===== src/rtl/instr_decode_stage.sv =====
// instr_decode_stage: decode/issue stage with register scoreboard; DECODE_ILLEGAL_TRAP_EN drops and flags illegal opcodes
module instr_decode_stage #(
    parameter int          NREG    = 16,
    parameter int          PC_W    = 8,
    parameter logic [15:0] WR_MASK = 16'h01FF
) (
    input  logic            clk,
    input  logic            reset,
    input  logic            if_valid,
    output logic            if_ready,
    input  logic [31:0]     if_instr,
    input  logic [PC_W-1:0] if_pc,
    output logic            ex_valid,
    input  logic            ex_ready,
    output logic [3:0]      ex_condition,
    output logic [3:0]      ex_opcode,
    output logic            ex_s,
    output logic [2:0]      ex_shift,
    output logic [3:0]      ex_rd,
    output logic [15:0]     ex_immediate,
    output logic [3:0]      ex_rs1,
    output logic [3:0]      ex_rs2,
    output logic [PC_W-1:0] ex_pc,
    input  logic            wb_valid,
    input  logic [3:0]      wb_rd,
    input  logic            flush,
    output logic            hazard_stall,
    output logic            illegal_instr
);
    logic [3:0] op, rd, rs1, rs2;
    logic rs1_used, rs2_used, wr, hazard, accept, drop;
    logic [NREG-1:0] busy, busy_eff, busy_nxt, wb_mask;

    assign op  = if_instr[27:24];
    assign rd  = if_instr[19:16];
    assign rs1 = if_instr[15:12];
    assign rs2 = if_instr[11:8];
    assign ex_rs1 = ex_immediate[15:12];
    assign ex_rs2 = ex_immediate[11:8];

    assign rs1_used = op <= 4'd5 || op == 4'd8;
    assign rs2_used = op <= 4'd5 || op == 4'd7 || op == 4'd8 || op == 4'd10;
    assign wr       = WR_MASK[op];

    always_comb begin
        wb_mask = '0;
        if (wb_valid) wb_mask[wb_rd] = 1'b1;
        busy_eff = busy & ~wb_mask;
        hazard = (rs1_used && busy_eff[rs1]) || (rs2_used && busy_eff[rs2]) || (wr && busy_eff[rd]);
        if_ready = !reset && !flush && !hazard && (!ex_valid || ex_ready);
        hazard_stall = if_valid && hazard && (!ex_valid || ex_ready);
        accept = if_valid && if_ready;
        busy_nxt = busy_eff;
        // a held instruction squashed before consumption will never write back
        if (flush && ex_valid && !ex_ready && WR_MASK[ex_opcode]) busy_nxt[ex_rd] = 1'b0;
        if (accept && wr && !drop) busy_nxt[rd] = 1'b1;
    end

`ifdef DECODE_ILLEGAL_TRAP_EN
    logic legal;
    assign legal = op <= 4'd8 || op == 4'd10;
    assign drop  = !legal;
    always_ff @(posedge clk) begin
        if (reset) illegal_instr <= 1'b0;
        else illegal_instr <= accept && !legal;
    end
`else
    assign drop = 1'b0;
    assign illegal_instr = 1'b0;
`endif

    always_ff @(posedge clk) begin
        if (reset) begin
            ex_valid     <= 1'b0;
            ex_condition <= '0;
            ex_opcode    <= '0;
            ex_s         <= 1'b0;
            ex_shift     <= '0;
            ex_rd        <= '0;
            ex_immediate <= '0;
            ex_pc        <= '0;
            busy         <= '0;
        end else begin
            busy <= busy_nxt;
            if (flush) ex_valid <= 1'b0;
            else if (accept) ex_valid <= !drop;
            else if (ex_ready) ex_valid <= 1'b0;
            if (accept && !drop) begin
                ex_condition <= if_instr[31:28];
                ex_opcode    <= op;
                ex_s         <= if_instr[23];
                ex_shift     <= if_instr[22:20];
                ex_rd        <= rd;
                ex_immediate <= if_instr[15:0];
                ex_pc        <= if_pc;
            end
        end
    end
endmodule


===== config.mk =====
export PLATFORM = sky130hd
export DESIGN_NAME = instr_decode_stage
export DESIGN_NICKNAME = d
export VERILOG_FILES = /design/src/rtl/instr_decode_stage.sv
export SDC_FILE = /design/constraint.sdc
export NUM_CORES = 1
export LEC_CHECK = 0
export BUFFER_PORTS_ARGS = -buffer_cell sky130_fd_sc_hd__buf_4
export CAP_MARGIN = 30
export CORE_MARGIN = 3
export CORE_UTILIZATION = 35
export DETAILED_ROUTE_END_ITERATION = 16
export SLEW_MARGIN = 20
export SYNTH_ARGS = -nofsm -noshare
export SYNTH_HDL_FRONTEND = slang
export SYNTH_SLANG_ARGS = --single-unit

===== constraint.sdc =====
create_clock -name clk -period 2.7 [get_ports clk]
set_input_delay 0.405 -clock clk [delete_from_list [all_inputs] [get_ports clk]]
set_output_delay 0.405 -clock clk [all_outputs]
set_load 0.05 [all_outputs]

==> results.json <==
{
  "status": "finished, violations left",
  "failed_checks": "negative setup slack",
  "drt_wl_total_um": 10660,
  "async_flop_share_pct": 0,
  "synth.top_cell.area_share_pct": 34.22,
  "grt_overflow": 0,
  "total_power_uw": 2374,
  "finalMaxSlewViolations": 0,
  "setup_violations": 1,
  "first_pass_iters": 5,
  "wl_per_cell_um": 16.62,
  "grt_setup_unrepaired": "true",
  "multi_input_area_um2": 2196,
  "yosys-top-cells-area": "dfxtp_1 34%, mux2_2 9.6%, nor2b_1 7.9%",
  "clkSinkCount": 58,
  "ioPinCount": 102,
  "synthAdderAreaFrac_pct": 0,
  "ff2ff_setup_slack_ps": 190,
  "regArea_um2": 1161,
  "drt_iter0_drc": 215,
  "vdd_drop_max_uv": 263.5,
  "synth.avg_cell_area_um2": 9.001,
  "ys.flop_type": "dfxtp_1",
  "die_h_um": 104.5,
  "final.setup.tns_ps": -46.91,
  "finalClockSkew_ps": 11.47,
  "crit_slowest_cell": "o32a_1",
  "start_util_pct": 36.38,
  "drive_above_1_share_pct": 46.88,
  "cp.buffers_inverters": 4,
  "path_clk_slew_ps": 70,
  "synth_mux_area_share_pct": 15.23,
  "first_global_vias": 3348,
  "cts_tree": "built",
  "min_from": "if_instr[31]",
  "synth-simple-area-share_pct": 24.48,
  "max_freq_mhz": 364.0,
  "place_hpwl_um": 7823,
  "place_area_um2": 4441,
  "worstSkewPairLatency_ps": 340,
  "synth_seq_cells": 58,
  "crit_required_ps": 2300,
  "finalInstanceArea_um2": 4990,
  "synthCells": 377,
  "cts-htree-levels": 3,
  "clockRootBuffer": "clkbuf_8",
  "nFillCells": 854,
  "synth_nets": 427,
  "timing.rr.end": "ex_rd[3]",
  "crit_family": "compound AO/OA/AOI/OAI gates",
  "diodes": 0,
  "hold_end": "ex_condition[3]",
  "synth_cell_types": 54,
  "cp-end-kind": "output pin",
  "power_density_nw_per_um2": 475.8,
  "crit_path_max_incr_delay_ps": 380,
  "die_width_um": 104.5,
  "synth-edff-count": 0,
  "cp.arrival_ps": 2340,
  "synth_top_family_by_area": "simple AND/OR/NAND/NOR gates",
  "fin_crit_sh_pct": 101.7,
  "via_count": 3437,
  "hold_ws_ps": 286.5,
  "synth_xor_area_share_pct": 0,
  "timing.final.ws_setup_ps": -46.91,
  "tightest_slew_ps": 584.0,
  "start_kind": "primary input",
  "path_class": "in -> out",
  "fin_nets": 557,
  "syn_to_final_growth_pct": 47.05,
  "hold_path_class": "in -> reg",
  "regToRegStartpoint": "busy[15]",
  "synth_compound_area_share_pct": 19.36,
  "holdBufCountCts": 0,
  "drv_cap": 0,
  "numPortBuffers": 100,
  "layoutNonFillerInstCount": 641,
  "grt_first_pass_wirelength_um": 16720,
  "die_area_um2": 10910,
  "viasPerCell": 5.362,
  "synth_warnings": 0,
  "cts_buffer_depth": 2,
  "path_max_fanout": 4,
  "rr_worst_depth": 13,
  "timing.slew.headroom_pct": 60.92,
  "grt_usage_pct": 19.09,
  "ant_nets": 0,
  "antenna_found_initial": 0,
  "synth_area_um2": 3393,
  "cts_buffers": 9,
  "grt_max_degree": 33,
  "drc": 0,
  "path_cells": "buf_8 -> buf_6 -> or2_4 -> buf_6 -> o21ai_4 -> mux2i_1 -> o32a_1 -> a31oi_2 -> and3_4 -> and3_4 -> buf_8",
  "p_leak_uw": 0.002114,
  "dp.cells": 612,
  "hold_viol_final": 0,
  "min_period_ps": 2747,
  "fp-row-count": 35,
  "ys_seq_area_share_pct": 34.22,
  "min_path_cells": 2,
  "core_um2": 9328,
  "gp_congestion": 0.9196,
  "synth_top_area_cell": "dfxtp_1"
}
==> kinds of logic after synthesis <==
logic type / count (synthesis)
and+or+nand+nor: 143
AOI/OAI and AO/OA: 90
DFF: 58
muxes: 44
buffers and inverters: 41
other: 1
==> cell usage after synthesis, drive strengths merged, types with 3 or more instances <==
library cell	count
dfxtp	58
nor2b	43
mux2	37
o21ai	22
a211oi	20
nand2	19
buf	17
clkbuf	16
nand2b	15
nor2	15
nand3b	10
nand4	10
a21boi	8
inv	8
a21oi	7
mux2i	7
nand3	7
nor3	7
a2111oi	6
a211o	6
and2	3
and3	3
o22ai	3
o41ai	3
==> how the worst max path moves through the flow <==
stage / from / to / slack, ps / cells past startpoint
2_1_floorplan: wb_valid / hazard_stall / 50 / 8
3_3_place_gp: wb_valid / if_ready / -260 / 9
3_5_place_dp: wb_valid / if_ready / -270 / 9
4_1_cts: wb_rd[1] / if_ready / -50 / 11
5_1_grt: wb_rd[1] / if_ready / -80 / 11
6_report: wb_rd[1] / if_ready / -50 / 11
==> routing by layer <==
metal	part of all wire, %	vias to the layer above	track usage [%]	wire length [um]
li1	-	1623	-	-
met1	43	1623	24.14	4624
met2	47	160	30.67	4994
met3	6.9	31	5.400	734
met4	2.8	0	7.407	301
met5	0	-	0	0
==> area by class of cell <==
cell class                      instances  area share [%]
Inverter                                8          0.6018
Clock buffer                           11           2.834
Multi-Input combinational cell        278           44.01
Sequential cell                        58           23.27
Clock inverter                          5           1.555
Tap cell                              129           3.235
Timing Repair Buffer                  152           24.50
==> state kept, by name, summed over array words and instances, names as in the netlist, named ones only <==
name	cells
ex_rd	4
ex_shift	3
ex_opcode	4
ex_s	1
ex_valid	1
ex_immediate	16
busy	16
ex_pc	8
ex_condition	4
==> cell usage in the layout (no fill, tap or decap), types with 8 or more instances in the layout <==
master,count
buf_4,139
dfxtp_1,58
nor2b_1,42
mux2_2,29
nand2_1,19
o21ai_0,16
nand2b_1,15
nor2_1,14
a211oi_1,12
nand3b_1,10
clkbuf_8,10
nand4_1,9
inv_1,8
mux2_4,8
==> repair_timing <==
action | in CTS | in global routing
pin swaps | 12 | 15
endpoints found under the setup margin | 2 | 54
buffers inserted | 9 | 4
resized for setup | 23 | 36
==> report_power, final <==
part / internal (uW) / switching [uW]
Clock: 542 / 353
Sequential: 889 / 22.4
Combinational: 239 / 330
Total: 1670 / 705
==> metrics by stage <==
step	worst slack, ps	util (%)
floorplan	53.63	-
global placement	-261.3	47.61
detailed placement	-272.7	47.61
CTS	-46.94	51.55
global route	-79.12	53.49
finish	-46.91	53.49
Note: power is estimated with default switching activity, not from simulation.
